$ cat src/rtl/ysyx_24090018_ifu.sv
// Instruction fetch unit: owns the PC, issues one instruction-memory fetch at
// a time and holds the returned word for decode until decode accepts it.
//
// Handshake rules: a transfer happens on a rising edge where valid and ready
// are both 1. The producer keeps valid and its payload stable until that
// edge. The consumer's ready may depend on valid. Neither side withdraws
// valid before the transfer.
//
// state_o exports the FSM state for observation:
// 0 = REQ, 1 = WAIT, 2 = HOLD.
module ysyx_24090018_ifu #(
  parameter int unsigned                DATA_WIDTH = 32,
  parameter logic [DATA_WIDTH-1:0]      RESET_PC   = 32'h8000_0000
) (
  input  logic                  clk,
  input  logic                  rst,
  output logic                  imem_req_valid_o,
  input  logic                  imem_req_ready_i,
  output logic [DATA_WIDTH-1:0] imem_addr_o,
  input  logic                  imem_rsp_valid_i,
  input  logic [DATA_WIDTH-1:0] imem_rdata_i,
  input  logic                  imem_rsp_err_i,
  output logic                  inst_valid_o,
  input  logic                  inst_ready_i,
  output logic [DATA_WIDTH-1:0] inst_o,
  output logic [DATA_WIDTH-1:0] pc_o,
  output logic                  inst_fault_o,
  input  logic                  npc_valid_i,
  input  logic [DATA_WIDTH-1:0] npc_i,
  output logic [1:0]            state_o
);

  typedef enum logic [1:0] {
    ST_REQ  = 2'd0,
    ST_WAIT = 2'd1,
    ST_HOLD = 2'd2
  } state_t;

  state_t                state;
  state_t                state_nx;
  logic [DATA_WIDTH-1:0] pc;
  logic [DATA_WIDTH-1:0] inst_q;
  logic                  fault_q;
  logic                  dec_hs;
  logic [DATA_WIDTH-1:0] pc_seq;
  logic [DATA_WIDTH-1:0] pc_redirect;

  // Decode takes the held instruction on this edge.
  assign dec_hs      = (state == ST_HOLD) && inst_ready_i;
  // Sequential successor wraps modulo 2^DATA_WIDTH.
  assign pc_seq      = pc + DATA_WIDTH'(4);
  // Redirect targets are silently word-aligned; no trap is raised here.
  assign pc_redirect = npc_i & ~(DATA_WIDTH'(3));

  // State register.
  always_ff @(posedge clk) begin
    if (rst) begin
      state <= ST_REQ;
    end else begin
      state <= state_nx;
    end
  end

  // Next-state logic: request, wait for the response, hold until decode takes it.
  always_comb begin
    state_nx = state;
    case (state)
      ST_REQ:  if (imem_req_ready_i) state_nx = ST_WAIT;
      ST_WAIT: if (imem_rsp_valid_i) state_nx = ST_HOLD;
      ST_HOLD: if (inst_ready_i)     state_nx = ST_REQ;
      default: state_nx = ST_REQ;
    endcase
  end

  // Output decode: valids come only from the registered state, masked during reset.
  always_comb begin
    imem_req_valid_o = 1'b0;
    inst_valid_o     = 1'b0;
    if (!rst) begin
      imem_req_valid_o = (state == ST_REQ);
      inst_valid_o     = (state == ST_HOLD);
    end
  end

  // PC advances only when decode accepts the instruction.
  always_ff @(posedge clk) begin
    if (rst) begin
      pc <= RESET_PC;
    end else if (dec_hs) begin
      pc <= npc_valid_i ? pc_redirect : pc_seq;
    end
  end

  // Capture the response word and its fault flag; they stay stable through HOLD.
  always_ff @(posedge clk) begin
    if (rst) begin
      inst_q  <= '0;
      fault_q <= 1'b0;
    end else if ((state == ST_WAIT) && imem_rsp_valid_i) begin
      inst_q  <= imem_rdata_i;
      fault_q <= imem_rsp_err_i;
    end
  end

  assign imem_addr_o  = pc;
  assign pc_o         = pc;
  assign inst_o       = inst_q;
  assign inst_fault_o = fault_q;
  assign state_o      = state;

endmodule

$ cat config.mk
export PLATFORM = sky130hd
export DESIGN_NAME = ysyx_24090018_ifu
export DESIGN_NICKNAME = d
export VERILOG_FILES = /design/src/rtl/ysyx_24090018_ifu.sv
export SDC_FILE = /design/constraint.sdc
export NUM_CORES = 1
export LEC_CHECK = 0
export ABC_AREA = 1
export ABC_CLOCK_PERIOD_IN_PS = 2000
export CAP_MARGIN = 20
export CORE_ASPECT_RATIO = 0.8
export CORE_UTILIZATION = 42
export CTS_CLUSTER_SIZE = 8
export DETAILED_ROUTE_END_ITERATION = 7
export PLACE_DENSITY_LB_ADDON = 0.25
export SYNTH_ARGS = -nofsm -noshare
export SYNTH_HDL_FRONTEND = slang
export SYNTH_SLANG_ARGS = --single-unit
$ cat constraint.sdc
create_clock -name clk -period 2 [get_ports clk]
set_input_delay 0.2 -clock clk [delete_from_list [all_inputs] [get_ports clk]]
set_output_delay 0.2 -clock clk [all_outputs]
set_load 0.005 [all_outputs]
==> summary.txt <==
Final layout
  – Nets: 797
  – Post-layout util: 0.647
  – Layout area overhead: 47.1%
  – Storage cell area: 1300 um2
  – Final Cell Area: 5560 um2
  – Final std cells w/o fill: 842
  – Share of post-route cells with drive strength above 1: 0.0630
  – Area of the multi-input gates: 1850 um2
  – Fill cell count: 776
  – Ant. Diodes: 0

Synthesis
  – Cell Area, Synth: 3780 um2
  – Mapped Cells: 598
  – Count leader, synth: nand2_1
  – Top FF cell, synth: dfxtp_1
  – Most common library cells after synthesis: nand2_1 (136), nor2_1 (70), a21oi_1 (69)
  – Seq cells post-synth: 65
  – Post-synth EDFFs: 0
  – Syn_area_per_cell: 6.32 um2
  – Synth cell types: 31
  – Post-synth ARST share: 0
  – Top cell type by total area after synthesis: dfxtp_1
  – Seq/Total Area, Yosys: 0.344
  – Synth warnings: 0
  – Share of the synthesized area in the top cell type: 0.344
  – Main area contributors after synthesis: dfxtp_1 (34%), nand2_1 (14%), a21oi_1 (9.1%), buf_4 (7.0%), nor2_1 (7.0%)

Critical path
  – CP max stage delay: 430 ps
  – Crit-path max FO: 7
  – RR Endpoint: imem_addr_o[12]
  – Critical path type: register to register
  – Startpoint types: register
  – CP arrival: 1960 ps
  – Data required time at the worst endpoint: 2230 ps
  – Critical Path Start: imem_addr_o[3]
  – Cell count along the critical path: 10
  – Setup crit end: imem_addr_o[12]
  – CP Cell Sequence: ha_1 > nand2_1 > nor2_4 > nand2_1 > inv_2 > nand3b_1 > nand2_1 > nand2_1 > o21ai_0 > a21oi_1
  – Reg-to-Reg Start: imem_addr_o[3]
  – CP dominant cell by count: nand2_1
  – CP top delay family: simple AND/OR/NAND/NOR gates
  – FF-to-FF setup slack: 270 ps
  – R2R depth: 10
  – WP buf/inv: 1
  – Slowest CP cell: dfxtp_1
  – Crit end category: register

Clocking
  – Clock sinks: 65
  – CTS clk-pin slew, worst paths: 80 ps
  – CTS Buffer Depth: 2
  – CTS H-tree depth: 3
  – Post_cts resized: 0
  – CTS tree: built
  – Cts-stage hold buffer count: 0
  – # Post-CTS Setup Buffers: 0
  – Worst skew pair latency: 350 ps
  – Clock buffer count from CTS: 9
  – Root Driver: clkbuf_8

Drt
  – Via density: 4.94
  – DR pass1 iterations: 5
  – Final wirelength: 11300 um
  – Routed vias: 4158
  – Wire per inst: 13.4 um
  – Final ANT Viol Nets: 0
  – Initial drt markers: 234
  – Drc violations: 0

Timing
  – Minimum clock period: 1730 ps
  – Hold Vio Cnt, Final: 0
  – Clock skew: 10.2 ps
  – Final worst-path cycle share: 0.864
  – RSZ-0062 raised after global routing: false
  – Setup violators final: 0
  – TNS Setup: 0 ps
  – Max Slew Vio Count: 0
  – Highest clock rate: 0.579 GHz

Place
  – Inst Count DP: 826
  – Area after DPL: 5310 um2
  – Gpl congestion: 0.931
  – Port Buffers: 165
  – HPWL after DPL: 8450 um

GRT
  – Initial antenna violation count: 0
  – Largest net degree at the start of global routing: 67
  – Global-route wire length before repair: 17900 um
  – Tot GR Track Use: 0.242
  – Vias in the first global route: 3805
  – Gr ovfl total: 0

Job
  – Max Cap Viol: 0

Floorplan
  – Core area: 8600 um2
  – Die Area: 9380 um2
  – Starting Density: 0.440
  – Die X: 108 um
  – IO Count: 172
  – Site Rows: 30
  – Die height: 86.8 um

Power
  – Peak supply drop: 0.439 mV
  – Clk pwr share: 0.437
  – Switch share: 0.239
  – Sequential share of power: 0.422
  – P_sw: 782 uW
  – Combinational fraction of design power: 0.141
  – Internal power: 2.49 mW
  – Leakage: 1.96 nW
  – PwrDens: 589 nW/um2

Hold path
  – Min-delay worst type: input port to register
  – WHS Path Cells: 3

Status
  – Status: completed
## cells in the final DEF (no fill, tap or decap), types with 3 or more instances in the layout
cell / instances
a211oi_1: 3
a21oi_1: 69
buf_4: 7
bufinv_16: 3
clkbuf_8: 10
clkdlybuf4s50_1: 165
conb_1: 4
dfxtp_1: 65
inv_1: 67
nand2_1: 136
nand2_2: 4
nand3_1: 35
nand3b_1: 3
nand4_1: 3
nor2_1: 70
nor2_2: 7
nor2_4: 4
o21ai_0: 50
or2_0: 3
## worst min-delay path: cells and delay by family
kind | cells | cell delay [ps]
AOI/OAI and AO/OA | 1 | 60
buffers and inverters | 1 | 400
and+or+nand+nor | 1 | 70
## cell type report
| cell class | count | area share |
|---|---|---|
| tap | 112 | 0.0252 |
| sequential | 65 | 0.234 |
| timing repair buffer | 174 | 0.314 |
| clock buffer | 10 | 0.0248 |
| multi-input combinational | 404 | 0.333 |
| inverter | 71 | 0.0482 |
| clock inverter | 6 | 0.0207 |
## metal layers
metal,global-route usage,wire [um],vias to the layer above,share of wire
li1,-,-,2114,-
met1,0.319,5070,1865,0.45
met2,0.383,5180,154,0.46
met3,0.0594,765,25,0.068
met4,0.0859,295,0,0.026
met5,0,0,-,0
## registers in the layout, indices dropped and copies added, names as in the netlist
signal and cells:
inst_o 32, imem_addr_o 30, inst_fault_o 1, state_o 2
## worst min-delay path by stage
stage               slack [ps]               to       start
floorplan                  350  imem_addr_o[11]   npc_i[11]
finish                     410  imem_addr_o[11]   npc_i[11]
CTS                        400  imem_addr_o[11]   npc_i[11]
global placement           430       inst_o[26]  inst_o[26]
detailed placement         430       inst_o[24]  inst_o[24]
global route               430  imem_addr_o[21]   npc_i[21]
## cells by family (layout without fill, tap and decap cells)
logic type | count (synthesis) | in the layout | synth area share
flip-flops | 65 | 65 | 0.344
other | 1 | 4 | 0.000992
AO/OA/AOI/OAI | 130 | 130 | 0.179
adder cells (fa/ha/maj) | 1 | 1 | 0.00331
AND/OR/NAND/NOR | 269 | 269 | 0.303
buffers and inverters | 132 | 261 | 0.170
## per-stage QoR
| stage | total power [mW] | worst slack [ps] | hold WS [ps] |
|---|---|---|---|
| after floorplan | 1.59 | 555 | 347 |
| after global placement | 1.86 | 365 | 431 |
| after detailed placement | 1.87 | 294 | 434 |
| after CTS | 3.30 | 278 | 398 |
| after global routing | 3.40 | 96.5 | 428 |
| final | 3.27 | 272 | 409 |
## power by group through the flow
stage                     Combinational (mW)  Clock, mW  Sequential [mW]
after detailed placement               0.459          0             1.41
final                                  0.461       1.43             1.38
after floorplan                        0.175          0             1.41
after global routing                   0.505       1.51             1.39
after global placement                 0.450          0             1.41
after CTS                              0.463       1.45             1.38
No activity file was read; power rests on OpenSTA's default activity.
